## src/rtl/opc_pkg.sv

```systemverilog
// Shared constants and types for the OPC bus responder.
// Address/data widths, default IO location and responder state.
package opc_pkg;

    localparam int OPC_ADDR_W = 11;
    localparam int OPC_DATA_W = 8;
    localparam int OPC_PAGE_BIT = 8;
    localparam logic [OPC_ADDR_W-1:0] OPC_IO_ADDR = 11'h7FF;

    typedef enum logic {
        ST_LOAD,
        ST_RUN
    } resp_state_t;

endpackage

```

## src/rtl/opc_resp_ram.sv

```systemverilog
// Small byte RAM: async read port, one synchronous write port.
// Contents are deliberately not reset.
module opc_resp_ram
    import opc_pkg::*;
#(
    parameter int DEPTH_LOG2 = 5
) (
    input  logic                  clk,
    input  logic                  we,
    input  logic [DEPTH_LOG2-1:0] waddr,
    input  logic [OPC_DATA_W-1:0] wdata,
    input  logic [DEPTH_LOG2-1:0] raddr,
    output logic [OPC_DATA_W-1:0] rdata
);

    logic [OPC_DATA_W-1:0] mem [2**DEPTH_LOG2];

    always_ff @(posedge clk) begin
        if (we)
            mem[waddr] <= wdata;
    end

    assign rdata = mem[raddr];

endmodule

```

## src/rtl/opc_bus_responder.sv

```systemverilog
// OPC bus responder: boot loader, RAM and one IO port.
// Optional write counter at IO_ADDR-1 enabled by OPC_RESP_WCNT_EN.
module opc_bus_responder
    import opc_pkg::*;
#(
    parameter int ADDR_W = OPC_ADDR_W,
    parameter int DEPTH_LOG2 = 5,
    parameter logic [ADDR_W-1:0] IO_ADDR = OPC_IO_ADDR
) (
    input  logic                  clk,
    input  logic                  rst_n,
    input  logic [ADDR_W-1:0]     bus_addr,
    input  logic [OPC_DATA_W-1:0] bus_wdata,
    input  logic                  bus_rnw,
    output logic [OPC_DATA_W-1:0] bus_rdata,
    output logic                  cpu_rst_n,
    input  logic                  load_valid,
    input  logic [OPC_DATA_W-1:0] load_data,
    output logic                  load_ready,
    input  logic                  load_go,
    input  logic [OPC_DATA_W-1:0] in_port,
    output logic [OPC_DATA_W-1:0] out_port,
    output logic                  out_strobe
);

    resp_state_t state;
    logic [DEPTH_LOG2-1:0] load_ptr;
    logic [DEPTH_LOG2-1:0] ram_idx;
    logic [DEPTH_LOG2-1:0] ram_waddr;
    logic [OPC_DATA_W-1:0] ram_wdata;
    logic [OPC_DATA_W-1:0] ram_rdata;
    logic ram_we;
    logic run;
    logic is_io;
    logic io_wr;

    assign run = (state == ST_RUN);
    assign is_io = (bus_addr == IO_ADDR);
    assign io_wr = run && !bus_rnw && is_io;
    assign ram_idx = {bus_addr[OPC_PAGE_BIT], bus_addr[DEPTH_LOG2-2:0]};
    assign load_ready = !run;

    // Loader owns the write port in LOAD, the CPU owns it in RUN.
    always_comb begin
        ram_we = load_valid;
        ram_waddr = load_ptr;
        ram_wdata = load_data;
        if (run) begin
            ram_we = !bus_rnw && !is_io;
            ram_waddr = ram_idx;
            ram_wdata = bus_wdata;
        end
    end

    opc_resp_ram #(
        .DEPTH_LOG2(DEPTH_LOG2)
    ) u_ram (
        .clk  (clk),
        .we   (ram_we),
        .waddr(ram_waddr),
        .wdata(ram_wdata),
        .raddr(ram_idx),
        .rdata(ram_rdata)
    );

    always_ff @(posedge clk or negedge rst_n) begin
        if (!rst_n) begin
            state <= ST_LOAD;
            load_ptr <= '0;
            cpu_rst_n <= 1'b0;
            out_port <= '0;
            out_strobe <= 1'b0;
        end else begin
            cpu_rst_n <= run;
            out_strobe <= io_wr;
            if (io_wr)
                out_port <= bus_wdata;
            if (!run) begin
                if (load_valid)
                    load_ptr <= load_ptr + DEPTH_LOG2'(1);
                if (load_go)
                    state <= ST_RUN;
            end
        end
    end

`ifdef OPC_RESP_WCNT_EN
    localparam logic [ADDR_W-1:0] WCNT_ADDR = IO_ADDR - ADDR_W'(1);

    logic [7:0] wcnt;

    always_ff @(posedge clk or negedge rst_n) begin
        if (!rst_n)
            wcnt <= '0;
        else if (run && ram_we)
            wcnt <= wcnt + 8'd1;
    end

    always_comb begin
        bus_rdata = '0;
        if (run) begin
            if (is_io)
                bus_rdata = in_port;
            else if (bus_addr == WCNT_ADDR)
                bus_rdata = wcnt;
            else
                bus_rdata = ram_rdata;
        end
    end
`else
    always_comb begin
        bus_rdata = '0;
        if (run)
            bus_rdata = is_io ? in_port : ram_rdata;
    end
`endif

endmodule

```

## config.mk

```make
export PLATFORM = sky130hd
export DESIGN_NAME = opc_bus_responder
export DESIGN_NICKNAME = d
export VERILOG_FILES = /design/src/rtl/opc_pkg.sv /design/src/rtl/opc_resp_ram.sv /design/src/rtl/opc_bus_responder.sv
export SDC_FILE = /design/constraint.sdc
export NUM_CORES = 1
export LEC_CHECK = 0
export ABC_CLOCK_PERIOD_IN_PS = 2930
export CAP_MARGIN = 10
export CELL_PAD_IN_SITES_DETAIL_PLACEMENT = 1
export CELL_PAD_IN_SITES_GLOBAL_PLACEMENT = 2
export CORE_UTILIZATION = 40
export CTS_CLUSTER_DIAMETER = 200
export DETAILED_ROUTE_END_ITERATION = 10
export PLACE_DENSITY_LB_ADDON = 0.1
export SLEW_MARGIN = 30
export SYNTH_ARGS = -nofsm -noshare
export SYNTH_HDL_FRONTEND = slang
export SYNTH_HIERARCHICAL = 1
export SYNTH_SLANG_ARGS = --single-unit
```

## constraint.sdc

```tcl
create_clock -name clk -period 2.93 [get_ports clk]
set_input_delay 0.293 -clock clk [delete_from_list [all_inputs] [get_ports clk]]
set_output_delay 0.293 -clock clk [all_outputs]
set_load 0.01 [all_outputs]
```

==> flow_metrics.py <==
metrics = {
    "synth": {
        "synth-edff-count": 256,
        "synth_cells": 495,
        "synth.distinct_cells": 29,
        "yosys_warnings": 6,
        "synthMuxAreaShare_pct": 20.46,
        "syn_nets": 536,
        "syn_avg_cell_area_sq_um": 21.92,
        "synth.ff_latch_count": 272,
        "synth-simple-area-share_pct": 3.298,
        "synthArstFlopShare_pct": 5.882,
        "seq_area_frac_synth_pct": 74.54,
        "synth_fa_ha_area_share_pct": 0.1153,
        "synth_xor_area_share_pct": 0.3229,
        "synth_ff_type": "edfxtp_1",
        "syn-cell-area_sq_mm": 0.01085,
        "synth_compound_area_share_pct": 0.06919,
        "synth_top_family_by_area": "multiplexers",
    },
    "timing": {
        "fin_crit_ns": 2.840,
        "whs_ns": 0.2235,
        "finalSetupTns_ns": 0,
        "slew_viol_final": 0,
        "worst_pin_slew_ns": 0.8153,
        "setup_violations": 0,
        "rsz0062_at_grt": "false",
        "max_slew_margin_pct": 45.48,
        "fmax_mhz": 352.1,
        "fin_crit_sh_pct": 96.94,
        "hold_violations": 0,
        "fin_skew_ns": 0.02818,
    },
    "routing": {
        "antenna_left": 0,
        "drtIter0Drc": 336,
        "first_pass_iters": 4,
        "dr_total_vias": 5318,
        "drcViolationCount": 0,
        "wl_um": 26710,
        "avgRoutedWirePerCell_um": 27.39,
        "viasPerCell": 5.454,
    },
    "place": {
        "gp_congestion": 0.7347,
        "hpwl_um": 17600,
        "portBuffers": 58,
    },
    "worst_setup_path": {
        "ff2ff_setup_slack_ns": 0.42,
        "critPathKind": "reg -> out",
        "crit_required_ns": 2.64,
        "reg2reg_depth": 5,
        "startpoint_type": "flip-flop",
        "critPathMaxFanout": 1,
        "cp-end-kind": "output port",
        "cp_data_arrival_time_ns": 2.55,
    },
    "global_routing": {
        "grt_max_degree": 33,
        "grt_pass1_vias": 5838,
        "grt_remaining_overflow": 0,
        "grt_pass1_wl_um": 39520,
        "grt_use_total_pct": 19.87,
        "antenna_found_initial": 0,
    },
    "finish": {
        "final_common_cell": "edfxtp_1",
        "area.growth.synth_to_final_pct": 21.01,
        "layout.nets": 658,
        "drive_gt1_share_pct": 35.94,
        "mostFrequentLayoutCells": "edfxtp_1 (256), mux4_2 (80), buf_4 (51)",
        "diodes": 0,
    },
    "floorplanning": {
        "io_pins": 59,
        "die_w_um": 166.7,
        "die_h_um": 166.7,
        "rows": 59,
        "dieArea_sq_mm": 0.02779,
        "core_sq_mm": 0.02635,
        "start_util_pct": 41.17,
    },
    "clock_network": {
        "clk_pin_slew_ns": 0.06,
        "cts_buffers": 29,
        "clkSinkCount": 272,
        "worstSkewPairLatency_ns": 0.55,
        "cts_tree": "done",
        "root_buffer": "clkbuf_16",
        "post-cts-setup-buffer-count": 0,
        "h-tree-depth": 1,
        "cts_buffer_depth": 3,
    },
    "power": {
        "p_leak_nw": 4.367,
        "powerDensity_mw_per_mm2": 629.5,
        "ir_drop_v": 0.0004970,
    },
    "min_path": {
        "hold_path.class": "in -> async",
    },
    "outcome": {
        "outcome": "completed",
    },
    "run": {
        "cap_violations": 0,
    },
}
## worst paths after layout
kind | start | end
worst max-delay path | u_ram/mem[16][4] | bus_rdata[4]
worst min-delay path | rst_n | load_ptr[0]
worst max register to register | run | u_ram/mem[12][6]
worst min register to register | load_ptr[4] | load_ptr[4]
max in group asynchronous | rst_n | cpu_rst_n
min in group clk | load_go | run
## critical path, cell delays in order (launching register included)
cell and delay (ns):
edfxtp_1 0.36, mux4_2 0.51, mux4_2 0.54, mux2_4 0.31
nand2_2 0.06, mux2i_1 0.07, buf_2 0.15
## power by group
group	switching (mW)	internal, mW	total, mW
combinational	0.275	0.251	0.526
sequential	0.0130	4.29	4.30
clock	1.45	1.99	3.44
## state kept, by name, summed over array words and instances (netlist names)
register / count
cpu_rst_n: 1
load_ptr: 5
out_port: 8
out_strobe: 1
run: 1
u_ram/mem: 256
## routing by layer
layer	wire, um	track usage, %
met4	431	4.267
met1	11140	25.57
met3	822	2.376
met5	0	0
met2	14320	36.13
## cells by family (layout without fill, tap and decap cells)
group           after synthesis  in the layout
fa+ha+maj                     1              1
simple gates                 73             73
compound gates                1              1
xor+xnor                      4              4
flops                       272            272
mux                         118            118
buf+inv                      26            171
## cell usage after synthesis, types with 2 or more instances
cell      number  area share, %
buf_1          7           0.24
buf_2          2          0.092
mux2i_1        8           0.74
mux2_2        30            3.1
xnor2_1        3           0.24
nor2_1        33            1.1
mux4_2        80             17
nand4_1        2           0.12
buf_4          6           0.42
dfrtp_1       16            3.7
edfxtp_1     256             71
clkbuf_1       9           0.31
nand2_1       18           0.62
or3b_2         3           0.24
nand3_1        4           0.18
nand3b_1       5           0.35
## stage by stage
stage	setup slack, ns	power [mW]	utilization (%)	std cells	cell area, sq um
after floorplan	0.2847	4.663	-	495	10850
after global placement	-0.1465	4.922	46.51	921	12260
after detailed placement	-0.1514	4.932	46.51	921	12260
after CTS	0.03230	8.373	49.81	975	13130
after global routing	0.004685	8.519	49.82	975	13130
final	0.08952	8.265	49.82	975	13130
## timing repair
item,in CTS,in global routing
hold buffers,0,0
endpoints found under the setup margin,8,1
resized for setup,36,1
pin swaps,0,0
hold endpoints to repair,0,0
## layout make-up
| cell class | count | area, sq um |
|---|---|---|
| Clock buffer | 33 | 740.7 |
| Clock inverter | 21 | 158.9 |
| Fill cell | 2350 | 13220 |
| Inverter | 1 | 3.754 |
| Multi-Input combinational cell | 197 | 2651 |
| Sequential cell | 272 | 8088 |
| Tap cell | 335 | 419.2 |
| Timing Repair Buffer | 116 | 1069 |
Note: power is estimated with default switching activity, not from simulation.
